`config.mk`:
```
export PLATFORM = sky130hd
export DESIGN_NAME = mem_arbiter
export DESIGN_NICKNAME = d
export VERILOG_FILES = /design/src/rtl/mem_arb_pkg.sv /design/src/rtl/mem_arb_pick.sv /design/src/rtl/mem_arbiter.sv
export SDC_FILE = /design/constraint.sdc
export NUM_CORES = 1
export LEC_CHECK = 0
export CAP_MARGIN = 25
export CORE_AREA = 5 5 81 83
export DETAILED_ROUTE_END_ITERATION = 8
export DIE_AREA = 0 0 86 88
export DONT_BUFFER_PORTS = 1
export PLACE_DENSITY_LB_ADDON = 0.1
export RECOVER_POWER = 50
export SLEW_MARGIN = 15
export SYNTH_ARGS = -nofsm -noshare
export SYNTH_HDL_FRONTEND = slang
export SYNTH_SLANG_ARGS = --single-unit
```
`constraint.sdc`:
```
create_clock -name clk -period 2.6 [get_ports clk]
set_input_delay 0.26 -clock clk [delete_from_list [all_inputs] [get_ports clk]]
set_output_delay 0.26 -clock clk [all_outputs]
set_load 0.01 [all_outputs]
```
`src/rtl/mem_arb_pkg.sv`:
```
// Shared types for the memory arbiter: FSM states, owner encoding and the
// latency-counter width helper.
package mem_arb_pkg;

    typedef enum logic [1:0] {
        IDLE  = 2'd0,
        ISSUE = 2'd1,
        WAIT  = 2'd2,
        RESP  = 2'd3
    } state_t;

    typedef enum logic {
        OWN_I = 1'b0,
        OWN_D = 1'b1
    } owner_t;

    // Counter must hold MEM_LAT-1; one spare bit keeps MEM_LAT=1 at width 1.
    function automatic int lat_cnt_w(input int mem_lat);
        return $clog2(mem_lat) + 1;
    endfunction

endpackage

```
`src/rtl/mem_arb_pick.sv`:
```
// Combinational grant selector. Fixed D-over-I priority by default; with
// MEM_ARB_ROUND_ROBIN_EN defined, collisions go to the side not served last.
module mem_arb_pick
    import mem_arb_pkg::*;
(
    input  logic   i_req,
    input  logic   d_req,
    input  owner_t last_owner,
    output logic   grant_valid,
    output owner_t grant_owner
);

    always_comb begin
        grant_valid = i_req | d_req;
        grant_owner = OWN_D;
`ifdef MEM_ARB_ROUND_ROBIN_EN
        if (i_req && d_req) begin
            grant_owner = (last_owner == OWN_D) ? OWN_I : OWN_D;
        end else if (i_req) begin
            grant_owner = OWN_I;
        end
`else
        if (i_req && !d_req) begin
            grant_owner = OWN_I;
        end
`endif
    end

`ifndef MEM_ARB_ROUND_ROBIN_EN
    // Fixed priority ignores history; the port stays for a uniform interface.
    logic unused_last_owner;
    assign unused_last_owner = last_owner;
`endif

endmodule

```
`src/rtl/mem_arbiter.sv`:
```
// Shares a single-ported fixed-latency memory between instruction fetch and
// the data side. Optional round-robin arbitration via MEM_ARB_ROUND_ROBIN_EN.
module mem_arbiter
    import mem_arb_pkg::*;
#(
    parameter int ADDR_W  = 16,
    parameter int DATA_W  = 16,
    parameter int MEM_LAT = 4
) (
    input  logic              clk,
    input  logic              rst_n,
    input  logic              i_req,
    input  logic [ADDR_W-1:0] i_addr,
    output logic              i_ack,
    output logic [DATA_W-1:0] i_rdata,
    input  logic              d_req,
    input  logic              d_wr,
    input  logic [ADDR_W-1:0] d_addr,
    input  logic [DATA_W-1:0] d_wdata,
    output logic              d_ack,
    output logic [DATA_W-1:0] d_rdata,
    output logic              mem_en,
    output logic              mem_wr,
    output logic [ADDR_W-1:0] mem_addr,
    output logic [DATA_W-1:0] mem_wdata,
    input  logic [DATA_W-1:0] mem_rdata,
    output logic              busy
);

    localparam int CNT_W = lat_cnt_w(MEM_LAT);

    state_t            state;
    state_t            next_state;
    logic [CNT_W-1:0]  cnt;
    owner_t            owner;
    owner_t            last_owner;
    logic              cmd_wr;
    logic [ADDR_W-1:0] cmd_addr;
    logic [DATA_W-1:0] cmd_wdata;
    logic              grant_valid;
    owner_t            grant_owner;

    mem_arb_pick u_pick (
        .i_req       (i_req),
        .d_req       (d_req),
        .last_owner  (last_owner),
        .grant_valid (grant_valid),
        .grant_owner (grant_owner)
    );

    // NOTE: clocked state uses <= so every register samples pre-edge values.
    always_ff @(posedge clk) begin
        if (!rst_n) begin
            state <= IDLE;
        end else begin
            state <= next_state;
        end
    end

    // NOTE: default assignment first, so no path leaves next_state unassigned (no latch).
    always_comb begin
        next_state = state;
        unique case (state)
            IDLE:    if (grant_valid) next_state = ISSUE;
            ISSUE:   next_state = WAIT;
            WAIT:    if (cnt == '0) next_state = RESP;
            RESP:    next_state = IDLE;
            default: next_state = IDLE;
        endcase
    end

    // Command latch, latency counter and per-side read data registers.
    always_ff @(posedge clk) begin
        if (!rst_n) begin
            cnt        <= '0;
            owner      <= OWN_I;
            last_owner <= OWN_D;
            cmd_wr     <= 1'b0;
            cmd_addr   <= '0;
            cmd_wdata  <= '0;
            i_rdata    <= '0;
            d_rdata    <= '0;
        end else begin
            unique case (state)
                IDLE: begin
                    if (grant_valid) begin
                        owner      <= grant_owner;
                        last_owner <= grant_owner;
                        if (grant_owner == OWN_D) begin
                            cmd_wr    <= d_wr;
                            cmd_addr  <= d_addr;
                            cmd_wdata <= d_wdata;
                        end else begin
                            cmd_wr    <= 1'b0;
                            cmd_addr  <= i_addr;
                            cmd_wdata <= '0;
                        end
                    end
                end
                ISSUE: cnt <= CNT_W'(MEM_LAT - 1);
                WAIT: begin
                    if (cnt == '0) begin
                        // A write leaves d_rdata holding the last read value.
                        if (owner == OWN_I) begin
                            i_rdata <= mem_rdata;
                        end else if (!cmd_wr) begin
                            d_rdata <= mem_rdata;
                        end
                    end else begin
                        cnt <= cnt - CNT_W'(1);
                    end
                end
                default: ;
            endcase
        end
    end

    always_comb begin
        mem_en    = 1'b0;
        mem_wr    = 1'b0;
        i_ack     = 1'b0;
        d_ack     = 1'b0;
        busy      = (state != IDLE);
        mem_addr  = cmd_addr;
        mem_wdata = cmd_wdata;
        unique case (state)
            ISSUE: begin
                mem_en = 1'b1;
                mem_wr = cmd_wr;
            end
            RESP: begin
                i_ack = (owner == OWN_I);
                d_ack = (owner == OWN_D);
            end
            default: ;
        endcase
    end

endmodule

```
==> flow_summary_export.csv <==
group,metric,value,unit
synth,synth_most_common_cell,"sky130_fd_sc_hd__nand2_1",
timing,timing_worst_slew_pin_value,0.723,ns
pwr,p_clk_share,26.4,%
pwr,switching_share,35.3,%
timing,report.final.slew_viol_count,0,
clocking,clock_insertion_delay_worst_skew,0.33,ns
synth,synthFlopType,"sky130_fd_sc_hd__dfxtp_1",
timing,final_hold_viol_count,0,
setup_path,cp_top_family,"simple AND/OR/NAND/NOR gates",
synth,synthTopCellsByArea,"sky130_fd_sc_hd__dfxtp_1, sky130_fd_sc_hd__a21oi_1, sky130_fd_sc_hd__nand2_1",
timing,setup_slack,0.747,ns
setup_path,endpoint_kind,"flop",
setup_path,critPathMostFrequentCell,"sky130_fd_sc_hd__ha_1",
clocking,clkSlewWorstSetupHoldPaths,0.07,ns
placed_design,gp_congestion,0.746,
setup_path,crit_path_max_fanout,16,
setup_path,worstPathArrival,2.05,ns
min_path,timing.hold.worst.class,"input port to flop",
die,rows,28,
final_layout,fin_nets,404,
min_path,holdPathStages,2,
setup_path,worst_flop_to_flop_path_endpoint,"d_rdata[7]",
global_routing,grt_usage,18.0,%
min_path,holdPathEnd,"i_rdata[5]",
clocking,cts_setup_buffers,0,
timing,unrepaired_setup_endpoints_after_global_routing,"false",
timing,timing.final.crit_period,1.85,ns
setup_path,critPathKind,"flop to flop",
die,dieArea,7570,µm²
placed_design,port_buffers,0,
final_layout,n_antenna_cell,0,
die,die_x,86,µm
clocking,cts_max_path_buffers,2,
clocking,cts_htree_levels,3,
clocking,numCtsBuffers,9,
final_layout,drive_gt1_share,5.74,%
timing,period_share,71.3,%
synth,yosys_warns,0,
global_routing,maximum_number_of_pins_on_one_net_before_global_route_repair,43,
pwr,intPower,2010,µW
placed_design,dp_hpwl,4810,µm
clocking,cts_repair_resize_count,0,
setup_path,timing.critical_path.required,2.80,ns
pwr,fin_total_pwr,3100,µW
synth,synth_cell_types,32,
synth,synthCells,338,
setup_path,setup_slack_on_the_worst_flop_to_flop_path,0.75,ns
detailed_routing,drt_iter0_markers,108,
synth,area_share_of_the_leading_cell_type_in_the_synthesized_netlist,50.9,%
clocking,cts.root.buffer_cell,"sky130_fd_sc_hd__clkbuf_8",
clocking,cts_tree,"done",
placed_design,dpl.cell_count,391,
setup_path,cpPeakStageDelay,0.61,ns
timing,clock.fmax,540,MHz
detailed_routing,remaining_drc_errors,0,
synth,synthesis.nets,415,
status,status,"completed",
synth,ys_seq_elements,71,
timing,slew_headroom,51.5,%
detailed_routing,vias_after_detailed_routing,2264,
synth,synth_enable_flop_cells,0,
setup_path,reg2regPathDepth,6,
placed_design,pre_cts_ws,0.700,ns
detailed_routing,antenna_left,0,
synth,asyncSetResetFlopFracSynth,0,%
global_routing,grt_first_pass_wirelength,10800,µm
synth,synth_area,2790,µm²
synth,synth_top_cells_by_count,"sky130_fd_sc_hd__nand2_1, sky130_fd_sc_hd__dfxtp_1, sky130_fd_sc_hd__a21oi_1",
detailed_routing,drt_via_density,5.58,
setup_path,crit_chain,"inv_1 > ha_1 > ha_1 > nand4b_1 > nand2_1 > a21oi_1",
synth,synth_largest_area_cell,"sky130_fd_sc_hd__dfxtp_1",
final_layout,postLayoutCoreUtil,51.5,%
setup_path,crit_path_start_kind,"flop",
pwr,combPwrFrac,23.7,%
clocking,cts.sink_count,71,
die,floorplan.io_pins,138,
die,chipHeight,88,µm
setup_path,r2r-start,"cnt[0]",
pwr,total_leakage_power,0.00106,µW
detailed_routing,firstDrtPassIters,4,
synth,synth.yosys.seq_area_share,50.9,%
pwr,switching_power,1090,µW
timing,finalSetupViolCount,0,
final_layout,layout-area-overhead-vs-synth,6.54,%
final_layout,final_cell_count_no_fill,406,
global_routing,via_count_of_the_first_global_routing_pass,2182,
pwr,p_seq_share,50.0,%
detailed_routing,detail_route.wl_per_cell,17.0,µm
timing,setup-tns-final,0,ns
setup_path,critPathSlowestCell,"sky130_fd_sc_hd__nand4b_1",
min_path,worst_hold_startpoint,"mem_rdata[5]",
synth,synthesis.area_per_instance,8.26,µm²
die,placeableCoreArea,5780,µm²
clocking,hold_bufs_at_cts,0,
pwr,power.density_cell_area,1040,nW/µm²
flow_run,maxCapViolCount,0,
timing,finalClockSkew,0.0102,ns
global_routing,grt_remaining_overflow,0,
pwr,vdd_drop_max,549,µV
die,start_util,48.3,%
detailed_routing,route.final.wire_length,6890,µm
setup_path,critPathBufInv,1,
global_routing,number_of_antenna_violations_at_the_first_check_in_global_routing,0,
==> per-layer routing <==
| layer | routed length [µm] | up-vias | track usage, % |
|---|---|---|---|
| met3 | 842 | 10 | 8.84 |
| li1 | - | 1131 | - |
| met5 | 0 | - | 0 |
| met4 | 93 | 0 | 7.77 |
| met2 | 3110 | 98 | 27.8 |
| met1 | 2840 | 1025 | 21.3 |
==> worst max-delay path by stage <==
stage,from,to,cells after the start
after floorplan,cnt[0],cnt[2],7
after CTS,cnt[0],d_rdata[7],6
after global placement,cnt[0],d_rdata[4],6
final,cnt[0],d_rdata[7],6
after detailed placement,cnt[0],d_rdata[4],6
after global routing,cnt[0],d_rdata[8],6
==> stage by stage <==
step | instance area (µm²) | hold slack (ns)
final | 2980 | 0.0529
after global routing | 2980 | 0.0315
after CTS | 2980 | 0.0424
after detailed placement | 2800 | 0.402
after global placement | 2800 | 0.396
after floorplan | 2790 | 0.394
==> power by group through the flow <==
stage / combinational [µW] / clock (µW) / sequential [µW]
2_1_floorplan: 632 / 0 / 1520
3_3_place_gp: 731 / 0 / 1580
3_5_place_dp: 745 / 0 / 1570
4_1_cts: 744 / 840 / 1550
5_1_grt: 850 / 889 / 1580
6_report: 734 / 818 / 1550
==> registers in the layout (all words and copies together) (netlist names) <==
register	count
mem_addr	16
d_rdata	16
state	2
owner	1
i_rdata	16
cnt	3
cmd_wr	1
mem_wdata	16
==> cell usage in the layout (no fill, tap or decap) <==
master                       instances
sky130_fd_sc_hd__o21a_1              2
sky130_fd_sc_hd__clkbuf_2            1
sky130_fd_sc_hd__and2_4              1
sky130_fd_sc_hd__o311a_1             1
sky130_fd_sc_hd__nand2_1            85
sky130_fd_sc_hd__and2_1              1
sky130_fd_sc_hd__nand2b_1            1
sky130_fd_sc_hd__clkinv_2            2
sky130_fd_sc_hd__o211a_1             1
sky130_fd_sc_hd__ha_1                8
sky130_fd_sc_hd__inv_1               7
sky130_fd_sc_hd__and3b_1             1
sky130_fd_sc_hd__a31oi_1             1
sky130_fd_sc_hd__a21oi_1            64
sky130_fd_sc_hd__bufinv_16           1
sky130_fd_sc_hd__buf_4               3
sky130_fd_sc_hd__o21ai_0            19
sky130_fd_sc_hd__clkbuf_1            2
sky130_fd_sc_hd__clkinvlp_4          1
sky130_fd_sc_hd__o31a_1              1
sky130_fd_sc_hd__clkinv_1            1
sky130_fd_sc_hd__nor2_1             19
sky130_fd_sc_hd__clkbuf_8            9
sky130_fd_sc_hd__nor3b_1             1
sky130_fd_sc_hd__a22oi_1             1
sky130_fd_sc_hd__dfxtp_1            71
sky130_fd_sc_hd__nor2b_1             2
sky130_fd_sc_hd__and4b_1             1
sky130_fd_sc_hd__nand3b_1            1
sky130_fd_sc_hd__a32oi_1            17
sky130_fd_sc_hd__mux2i_1             1
sky130_fd_sc_hd__and2_0              1
sky130_fd_sc_hd__or4b_1              1
sky130_fd_sc_hd__nand4b_1            1
sky130_fd_sc_hd__o21ai_2             1
==> cell type report <==
type	instances	area [µm²]
fill	586	2810
sequential	71	1420
multi-input combinational	233	1220
clock buffer	11	131
tap	75	93.8
clock inverter	4	47.5
inverter	8	30.0
timing repair buffer	4	27.5
==> kinds of logic after synthesis <==
kind of cell | after synthesis | synth area share [%]
multiplexers | 1 | 0.358
buffers and inverters | 34 | 5.42
AND/OR/NAND/NOR | 116 | 17.3
flip-flops | 71 | 50.9
AO/OA/AOI/OAI | 108 | 22.4
adder cells (fa/ha/maj) | 8 | 3.58
No activity file was read; power rests on OpenSTA's default activity.
